<file path="config.mk">
export PLATFORM = sky130hd
export DESIGN_NAME = fwvip_wb_initiator_core
export DESIGN_NICKNAME = d
export VERILOG_FILES = /design/src/rtl/fwvip_wb_pkg.sv /design/src/rtl/fwvip_wb_fifo.sv /design/src/rtl/fwvip_wb_initiator_core.sv
export SDC_FILE = /design/constraint.sdc
export NUM_CORES = 1
export LEC_CHECK = 0
export CORE_AREA = 2 2 256 258
export DETAILED_ROUTE_END_ITERATION = 8
export DIE_AREA = 0 0 258 260
export HOLD_SLACK_MARGIN = 0.03
export PLACE_DENSITY = 0.51
export SLEW_MARGIN = 15
export SYNTH_ARGS = -nofsm -noshare
export SYNTH_HDL_FRONTEND = slang
export SYNTH_SLANG_ARGS = --single-unit
export TNS_END_PERCENT = 1
</file>
<file path="constraint.sdc">
create_clock -name clock -period 19 [get_ports clock]
set_clock_uncertainty 0.05 [all_clocks]
set_input_delay 1.9 -clock clock [delete_from_list [all_inputs] [get_ports clock]]
set_output_delay 1.9 -clock clock [all_outputs]
set_load 0.01 [all_outputs]
</file>
<file path="src/rtl/fwvip_wb_pkg.sv">
// Shared constants for the Wishbone classic initiator: FSM encoding and helpers.
package fwvip_wb_pkg;

   // FSM encoding; kept as plain constants so older tools can consume it.
   typedef logic [0:0] wb_state_e;
   localparam wb_state_e IDLE = 1'b0;
   localparam wb_state_e BUS  = 1'b1;

   // Default geometry of the initiator.
   localparam int WB_ADDR_W_DFLT = 32;
   localparam int WB_DATA_W_DFLT = 32;
   localparam int WB_DEPTH_DFLT  = 4;
   localparam int WB_TMO_DFLT    = 256;

   // Pointer width for a queue of the given depth: one extra bit tells full from empty.
   function automatic int wb_ptr_w(input int depth);
      return $clog2(depth) + 1;
   endfunction

endpackage

</file>
<file path="src/rtl/fwvip_wb_fifo.sv">
// First-word fall-through FIFO with wrap-bit pointers; used for commands and responses.
module fwvip_wb_fifo
   import fwvip_wb_pkg::*;
#(
   parameter int WIDTH = 8,
   parameter int DEPTH = 4
) (
   input  logic                     clock,
   input  logic                     reset_n,
   input  logic                     push,
   input  logic [WIDTH-1:0]         push_data,
   input  logic                     pop,
   output logic [WIDTH-1:0]         pop_data,
   output logic                     full,
   output logic                     empty,
   output logic [$clog2(DEPTH):0]   count
);

   localparam int AW = $clog2(DEPTH);
   localparam int PW = wb_ptr_w(DEPTH);

   logic [PW-1:0]    wr_ptr_q, wr_ptr_d;
   logic [PW-1:0]    rd_ptr_q, rd_ptr_d;
   logic [WIDTH-1:0] mem_q [DEPTH];
   logic             do_push, do_pop;

   // Full when the wrap bits differ and the index bits match.
   assign full     = (wr_ptr_q[AW] != rd_ptr_q[AW]) && (wr_ptr_q[AW-1:0] == rd_ptr_q[AW-1:0]);
   assign empty    = (wr_ptr_q == rd_ptr_q);
   assign count    = wr_ptr_q - rd_ptr_q;
   assign do_push  = push && !full;
   assign do_pop   = pop && !empty;
   assign pop_data = mem_q[rd_ptr_q[AW-1:0]];

   // Next pointer values.
   always_comb begin
      wr_ptr_d = wr_ptr_q + {{AW{1'b0}}, do_push};
      rd_ptr_d = rd_ptr_q + {{AW{1'b0}}, do_pop};
   end

   // Pointer registers; reset empties the queue.
   always_ff @(posedge clock or negedge reset_n) begin
      if (!reset_n) begin
         wr_ptr_q <= '0;
         rd_ptr_q <= '0;
      end else begin
         wr_ptr_q <= wr_ptr_d;
         rd_ptr_q <= rd_ptr_d;
      end
   end

   // Storage; contents are only visible through a valid pointer, so no reset.
   always_ff @(posedge clock) begin
      if (do_push) mem_q[wr_ptr_q[AW-1:0]] <= push_data;
   end

endmodule

</file>
<file path="src/rtl/fwvip_wb_initiator_core.sv">
// Wishbone classic initiator: queues commands, runs one classic cycle per command,
// returns in-order responses with bus-error and timeout status.
module fwvip_wb_initiator_core
   import fwvip_wb_pkg::*;
#(
   parameter int ADDR_WIDTH     = WB_ADDR_W_DFLT,
   parameter int DATA_WIDTH     = WB_DATA_W_DFLT,
   parameter int CMD_DEPTH      = WB_DEPTH_DFLT,
   parameter int RSP_DEPTH      = WB_DEPTH_DFLT,
   parameter int TIMEOUT_CYCLES = WB_TMO_DFLT
) (
   input  logic                    clock,
   input  logic                    reset_n,
   input  logic                    cmd_valid,
   output logic                    cmd_ready,
   input  logic [ADDR_WIDTH-1:0]   cmd_adr,
   input  logic                    cmd_we,
   input  logic [DATA_WIDTH/8-1:0] cmd_sel,
   input  logic [DATA_WIDTH-1:0]   cmd_dat,
   output logic                    rsp_valid,
   input  logic                    rsp_ready,
   output logic [DATA_WIDTH-1:0]   rsp_dat,
   output logic                    rsp_err,
   output logic                    rsp_tmo,
   output logic                    cyc,
   output logic                    stb,
   output logic                    we,
   output logic [ADDR_WIDTH-1:0]   adr,
   output logic [DATA_WIDTH/8-1:0] sel,
   output logic [DATA_WIDTH-1:0]   dat_w,
   input  logic [DATA_WIDTH-1:0]   dat_r,
   input  logic                    ack,
   input  logic                    err,
   output logic                    busy
);

   localparam int SEL_W = DATA_WIDTH / 8;
   localparam int TW    = $clog2(TIMEOUT_CYCLES + 1) + 1;
   // Last counter value of a BUS phase before the timeout fires.
   localparam logic [TW-1:0] TMO_LAST = (TIMEOUT_CYCLES == 0) ? '0 : TW'(TIMEOUT_CYCLES - 1);

   typedef struct packed {
      logic [ADDR_WIDTH-1:0] adr;
      logic                  we;
      logic [SEL_W-1:0]      sel;
      logic [DATA_WIDTH-1:0] dat;
   } cmd_t;

   typedef struct packed {
      logic [DATA_WIDTH-1:0] dat;
      logic                  err;
      logic                  tmo;
   } rsp_t;

   cmd_t                     cmd_in, cmd_head;
   rsp_t                     rsp_in, rsp_head;
   logic                     cmd_full, cmd_empty, cmd_pop;
   logic                     rsp_full, rsp_empty, rsp_push;
   logic [$clog2(CMD_DEPTH):0] cmd_count;
   logic [$clog2(RSP_DEPTH):0] rsp_count;

   wb_state_e                state_q, state_d;
   logic                     cyc_q, cyc_d;
   logic                     we_q, we_d;
   logic [ADDR_WIDTH-1:0]    adr_q, adr_d;
   logic [SEL_W-1:0]         sel_q, sel_d;
   logic [DATA_WIDTH-1:0]    dat_w_q, dat_w_d;
   logic [TW-1:0]            tmo_cnt_q, tmo_cnt_d;
   logic                     tmo_hit;

   assign cmd_in = '{adr: cmd_adr, we: cmd_we, sel: cmd_sel, dat: cmd_dat};

   fwvip_wb_fifo #(.WIDTH($bits(cmd_t)), .DEPTH(CMD_DEPTH)) u_cmd_fifo (
      .clock     (clock),
      .reset_n   (reset_n),
      .push      (cmd_valid && cmd_ready),
      .push_data (cmd_in),
      .pop       (cmd_pop),
      .pop_data  (cmd_head),
      .full      (cmd_full),
      .empty     (cmd_empty),
      .count     (cmd_count)
   );

   fwvip_wb_fifo #(.WIDTH($bits(rsp_t)), .DEPTH(RSP_DEPTH)) u_rsp_fifo (
      .clock     (clock),
      .reset_n   (reset_n),
      .push      (rsp_push),
      .push_data (rsp_in),
      .pop       (rsp_ready),
      .pop_data  (rsp_head),
      .full      (rsp_full),
      .empty     (rsp_empty),
      .count     (rsp_count)
   );

   assign tmo_hit = (TIMEOUT_CYCLES != 0) && (tmo_cnt_q == TMO_LAST);

   // Issue / terminate FSM. Issue happens only from IDLE, where nothing is in flight,
   // so a free response slot reduces to "response FIFO not full".
   always_comb begin
      state_d   = state_q;
      cyc_d     = cyc_q;
      we_d      = we_q;
      adr_d     = adr_q;
      sel_d     = sel_q;
      dat_w_d   = dat_w_q;
      tmo_cnt_d = tmo_cnt_q;
      cmd_pop   = 1'b0;
      rsp_push  = 1'b0;
      rsp_in    = '0;
      case (state_q)
         IDLE: begin
            if (!cmd_empty && !rsp_full) begin
               state_d   = BUS;
               cyc_d     = 1'b1;
               cmd_pop   = 1'b1;
               we_d      = cmd_head.we;
               adr_d     = cmd_head.adr;
               sel_d     = cmd_head.sel;
               dat_w_d   = cmd_head.dat;
               tmo_cnt_d = '0;
            end
         end
         BUS: begin
            if (ack || err || tmo_hit) begin
               state_d    = IDLE;
               cyc_d      = 1'b0;
               rsp_push   = 1'b1;
               // err beats ack; ack beats a same-cycle timeout.
               rsp_in.err = err || (tmo_hit && !ack);
               rsp_in.tmo = tmo_hit && !ack && !err;
               rsp_in.dat = (ack && !err && !we_q) ? dat_r : '0;
            end else begin
               tmo_cnt_d = tmo_cnt_q + 1'b1;
            end
         end
         default: state_d = IDLE;
      endcase
   end

   // State, bus-issue registers and timeout counter.
   always_ff @(posedge clock or negedge reset_n) begin
      if (!reset_n) begin
         state_q   <= IDLE;
         cyc_q     <= 1'b0;
         we_q      <= 1'b0;
         adr_q     <= '0;
         sel_q     <= '0;
         dat_w_q   <= '0;
         tmo_cnt_q <= '0;
      end else begin
         state_q   <= state_d;
         cyc_q     <= cyc_d;
         we_q      <= we_d;
         adr_q     <= adr_d;
         sel_q     <= sel_d;
         dat_w_q   <= dat_w_d;
         tmo_cnt_q <= tmo_cnt_d;
      end
   end

   assign cmd_ready = !cmd_full;
   assign rsp_valid = !rsp_empty;
   // Response fields read as zero while nothing is queued.
   assign rsp_dat   = rsp_valid ? rsp_head.dat : '0;
   assign rsp_err   = rsp_valid && rsp_head.err;
   assign rsp_tmo   = rsp_valid && rsp_head.tmo;
   assign cyc       = cyc_q;
   assign stb       = cyc_q;
   assign we        = we_q;
   assign adr       = adr_q;
   assign sel       = sel_q;
   assign dat_w     = dat_w_q;
   assign busy      = (cmd_count != '0) || (rsp_count != '0) || (state_q == BUS);

endmodule

</file>
# Word level (Yosys, flattened, before mapping)
# Memories as Yosys holds them, arrays and structs flattened. A register that Yosys moved wholly into a read port is not among the register bits.
# Index checks and enable logic that the tools add are counted.
[totals]
register_bits = 24
ramBits = 412
elab_cells = 79
n_memories = 2
in_bits = 107
out_inout_bits = 108
[mem_list]
columns = ["memory", "depth", "width", "rd", "rd_clocked_by_memory_dff", "wr", "line", "source"]
rows = [
  ["u_cmd_fifo.mem_q", 4, 69, 1, 1, 1, "fwvip_wb_fifo.sv:24", "logic [WIDTH-1:0] mem_q [DEPTH];"],
  ["u_rsp_fifo.mem_q", 4, 34, 1, 0, 1, "fwvip_wb_fifo.sv:24", ""],
]
[op_classes]
add_sub_neg = 7
bitwise_logic = 1
eq_ne = 10
mux = 20
reduce_logical = 32
[op_table]
columns = ["op", "n"]
rows = [
  ["34-bit 2-to-1 mux", 2],
  ["32-bit 2-to-1 mux", 2],
  ["10-bit 2-to-1 mux", 2],
  ["10-bit case mux with 2 select lines", 1],
  ["1-bit logical AND", 14],
  ["3-bit by 1-bit adder with 3-bit output", 4],
  ["1-bit 2-to-1 mux", 11],
  ["10-bit by 1-bit adder with 10-bit output (second input constant)", 1],
  ["10-bit by 8-bit equality test with 1-bit output (second input constant)", 1],
  ["1-bit zero test", 8],
  ["3-bit equality test", 2],
  ["2-bit AND reduction", 3],
  ["3-bit nonzero test", 2],
  ["3-bit subtractor", 2],
  ["1-bit logical OR", 5],
  ["2-bit equality test", 2],
  ["2-bit inequality test (second input constant)", 2],
  ["1-bit case mux with 2 select lines", 2],
  ["1-bit inequality test", 2],
  ["2-bit by 1-bit inequality test with 1-bit output (second input constant)", 1],
  ["1-bit inverter", 1],
]

# Longest topological paths before layout
[logic_depth]
word_depth = 8
depth_mapped = 11

# Modules after synthesis
# A second synthesis with hierarchy kept.
[hier_totals]
hier_cells = 1044
area_unflattened_um2 = 19372.3
[by_module_without_submodules]
columns = ["mod", "cells_each", "area_each_um2", "instances"]
rows = [
  ["fwvip_wb_fifo (u_cmd_fifo)", 395, 10329.9, 1],
  ["fwvip_wb_fifo (u_rsp_fifo)", 212, 5340.1, 1],
  ["fwvip_wb_initiator_core", 437, 3702.3, 1],
]

# Worst setup path before layout
# OpenSTA, ideal clock, no wires.
[synth_timing]
kind = "input to register"
from = "input port cmd_valid"
to = "memory u_cmd_fifo.mem_q[0][0] (netlist name), enable pin"
arrival_ps = 6653
path_buffers = 0
slack_ps = 11716
stages = 2
cell_sequence = "nand2_1 -> nor3_1"
[synth_via]
elab_chain_cells = 4
[synth_rtl]
columns = ["element", "line", "source"]
rows = [
  ["from (decl)", "fwvip_wb_initiator_core.sv:14", "input logic cmd_valid,"],
  ["1-bit logical AND", "fwvip_wb_initiator_core.sv:76", ".push (cmd_valid && cmd_ready),"],
  ["1-bit logical AND", "fwvip_wb_fifo.sv:31", "assign do_push = push && !full;"],
  ["1-bit 2-to-1 mux", "fwvip_wb_fifo.sv:54", "if (do_push) mem_q[wr_ptr_q[AW-1:0]] <= push_data;"],
  ["1-bit 2-to-1 mux (not written as such)", "fwvip_wb_fifo.sv:54", ""],
  ["to (decl)", "fwvip_wb_fifo.sv:24", ""],
]
# No other way between the ends.

# Worst setup path after layout
[layout_timing]
from = "register u_rsp_fifo.rd_ptr_q[1]"
to = "output port rsp_dat[1]"
[layout_via]
elab_chain_cells = 2
word_cells_on_any_way = 3
[layout_rtl]
columns = ["element", "line", "source"]
rows = [
  ["from (decl)", "fwvip_wb_fifo.sv:23", "logic [PW-1:0] rd_ptr_q, rd_ptr_d;"],
  ["from (signal assigned)", "fwvip_wb_fifo.sv:48", "rd_ptr_q <= rd_ptr_d;"],
  ["memory 4 x 34 bit / 3-bit equality test (equally long branches)", "--", ""],
  ["32-bit 2-to-1 mux *", "fwvip_wb_initiator_core.sv:166", "assign rsp_dat = rsp_valid ? rsp_head.dat : '0;"],
  ["to (decl)", "fwvip_wb_initiator_core.sv:22", "output logic [DATA_WIDTH-1:0] rsp_dat,"],
]
# Every way passes the cells marked *; elsewhere a longest branch is shown, timed or not.

==> impl_results.md <==
* Flop pwr share at 41.2%
* Slack of the critical path at 13.31 ns
* CP max FO at 36
* Sw Ratio at 30.1%
* Endpoints failing setup at 0
* Worst Setup Start Kind: register
* Main flop type after synthesis: edfxtp_1
* GP Congestion at 0.675
* Worst slack at placement at 13.73 ns
* Antenna Nets Post-Route at 0
* Bufs on Longest Clock Path at 3
* Crit-path slowest cell: dfrtp_2
* Storage cell area at 14700 um2
* Post-synth top cells: edfxtp_1 (412), mux4_2 (103), dfrtp_1 (93), mux2_2 (70), nor2b_1 (37)
* Fin crit share at 29.9%
* H-tree levels at 2
* Worst-margin pin slew at 1.06 ns
* Worst-path cell chain: inv_1 > ha_1 > and2_1 > nor2b_4 > nor2b_1 > clkdlybuf4s50_1
* RSZ-0062 raised after global routing: false
* Vias per cell at 4.48
* Initial antenna violation count at 7
* Vias at 9122
* Max_slew headroom at 29.3%
* Hold WS at 0.435 ns
* Root Driver: clkbuf_16
* Met3 usage at 4.51%
* Cts repair resizes at 0
* Max VDD drop at 0.000114 V
* Netlist cell types at 43
* Nets at 1254
* Ys async rst share at 18.4%
* Row cnt at 93
* Die H at 260 um
* Setup Fix Bufs, Post-CTS at 0
* Top-count cell post-synth: edfxtp_1
* TritonRoute pass-1 iters at 4
* Latest clock arrival within the worst-skew pair at 0.60 ns
* DRT iter0 DRCs at 457
* Largest net degree at the start of global routing at 61
* Number of synthesized flops with an enable pin at 412
* Yosys warning count at 0
* Crit Path Class: reg2out
* Hpwl dp at 23300 um
* Number of synthesized register bits at 505
* Total grt overflow at 0
* Initial Util at 29.9%
* Die ar. at 67100 um2
* Total negative slack at 0 ns
* TritonCTS Buffers at 55
* First-pass GRT wire length at 63000 um
* Post-synth top area share at 64.4%
* DRC viols at 0
* Clock power frac at 24.0%
* Grt met1 use at 15.4%
* P&R area growth vs syn at 25.3%
* All-layer global routing usage at 12.5%
* Min Tclk post-route at 5.69 ns
* Mapped cell area at 19200 um2
* CP Capture Type: primary output
* Status: completed
* Leading area contributor after synthesis: edfxtp_1
* I/O pin cnt at 215
* Register area share after synthesis at 76.6%
* WP data arrival at 3.74 ns
* Drt wl/cell at 20.5 um
* Core area at 64100 um2
* Hold Path Class: reg2reg
* Vias in the first global route at 10100
* Lkg Pwr at 8.03 nW
* P_sw at 1.24 mW
* MaxCap Viol Count at 0
* Buf/Inv on CP at 2
* Fmax achieved at 176 MHz
* Met2 Usage GRT at 21.0%
* Top delay family on crit path: simple AND/OR/NAND/NOR gates
* Crit-path max cell delay at 0.99 ns
* WP data required at 17.05 ns
* Area of the multi-input gates at 4310 um2
* Final Power at 4.12 mW
* Avg Inst Size Synth at 21.6 um2
* Most Crowded Layer GR: met2
* Share of layout cells above drive strength 1 at 23.6%
* Die Wd at 258 um
* Top cells by area, synth: edfxtp_1 (64%), dfrtp_1 (12%), mux4_2 (12%)
* Internal at 2.88 mW
* CTS tree: built
* Combinational share of power at 34.8%
* CTS Hold Buffers Added at 0
* Fin. Hold Viols at 0
* Clock sinks at 505
* Cell area after layout at 24100 um2
* WL final at 41700 um
* Syn_nets at 1009
* Post-Synthesis Cells at 888
* Pins over their slew limit at 0
* Buffers added on ports at 214
* Fillcell total at 5893
* Pwr per Cell Area at 171 nW/um2
* Dpl cell area at 22400 um2
* CTS clk-pin slew, worst paths at 0.05 ns
layout make-up:
class                      count  area share [%]
antenna                        1          0.0104
tap                          855            4.45
sequential                   505            61.2
multi-input combinational    331            17.9
clock buffer                  78            6.21
timing repair buffer         229            9.36
clock inverter                24           0.739
inverter                      11           0.172
through the flow:
stage,util [%],cells
2_1_floorplan,-,888
3_3_place_gp,34.9,1931
3_5_place_dp,34.9,1931
4_1_cts,37.5,2033
5_1_grt,37.5,2033
6_report,37.5,2034
placed cells by master, fill, tap and decap left out, drive strengths merged, types with 5 or more instances in the layout:
cell type	n
and2	34
and3	6
buf	16
clkbuf	78
clkdlybuf4s50	213
clkinv	17
dfrtp	93
edfxtp	412
ha	13
inv	14
mux2	70
mux4	103
nand2	8
nor2	5
nor2b	37
nor3	5
xor2	7
flip-flops by register name, indices dropped and copies added (netlist names):
signal               cells
adr                     32
cyc                      1
dat_w                   32
sel                      4
state_q                  1
tmo_cnt_q               10
u_cmd_fifo.mem_q       276
u_cmd_fifo.rd_ptr_q      3
u_cmd_fifo.wr_ptr_q      3
u_rsp_fifo.mem_q       136
u_rsp_fifo.rd_ptr_q      3
u_rsp_fifo.wr_ptr_q      3
we                       1
cell families (layout without fill, tap and decap cells):
group,Yosys count,after routing,share of synthesized area [%]
buffers and inverters,52,342,1.32
and+or+nand+nor,110,110,3.44
AOI/OAI and AO/OA,22,22,0.971
muxes,174,174,16.2
DFF,505,505,76.6
adders and majority gates,14,14,0.952
xor gates and xnor gates,11,11,0.502
other,0,1,0
routing by layer:
metal	wire (um)	vias up
li1	-	4070
met3	3210	79
met1	17300	4746
met5	98	-
met4	782	14
met2	20200	213
worst paths after layout:
path | start | endpoint | slack [ns] | cells after the start
max | u_rsp_fifo.rd_ptr_q[1] | rsp_dat[1] | 13.31 | 6
min | u_rsp_fifo.rd_ptr_q[2] | u_rsp_fifo.rd_ptr_q[2] | 0.43 | 1
max reg2reg | u_rsp_fifo.rd_ptr_q[1] | adr[14] | 14.80 | 6
min reg2reg | u_rsp_fifo.rd_ptr_q[2] | u_rsp_fifo.rd_ptr_q[2] | 0.43 | 1
max in group asynchronous | reset_n | u_cmd_fifo.rd_ptr_q[1] | 16.30 | 2
min in group asynchronous | reset_n | dat_w[13] | 1.38 | 1
power groups by stage:
stage	clock, mW	sequential (mW)	combinational [mW]
after detailed placement	0	1.73	1.48
final	0.990	1.70	1.43
after floorplan	0	1.69	0.875
after CTS	1.03	1.71	1.48
after global placement	0	1.72	1.47
after global routing	1.07	1.74	1.56
Power figures use the tool's default switching activity.
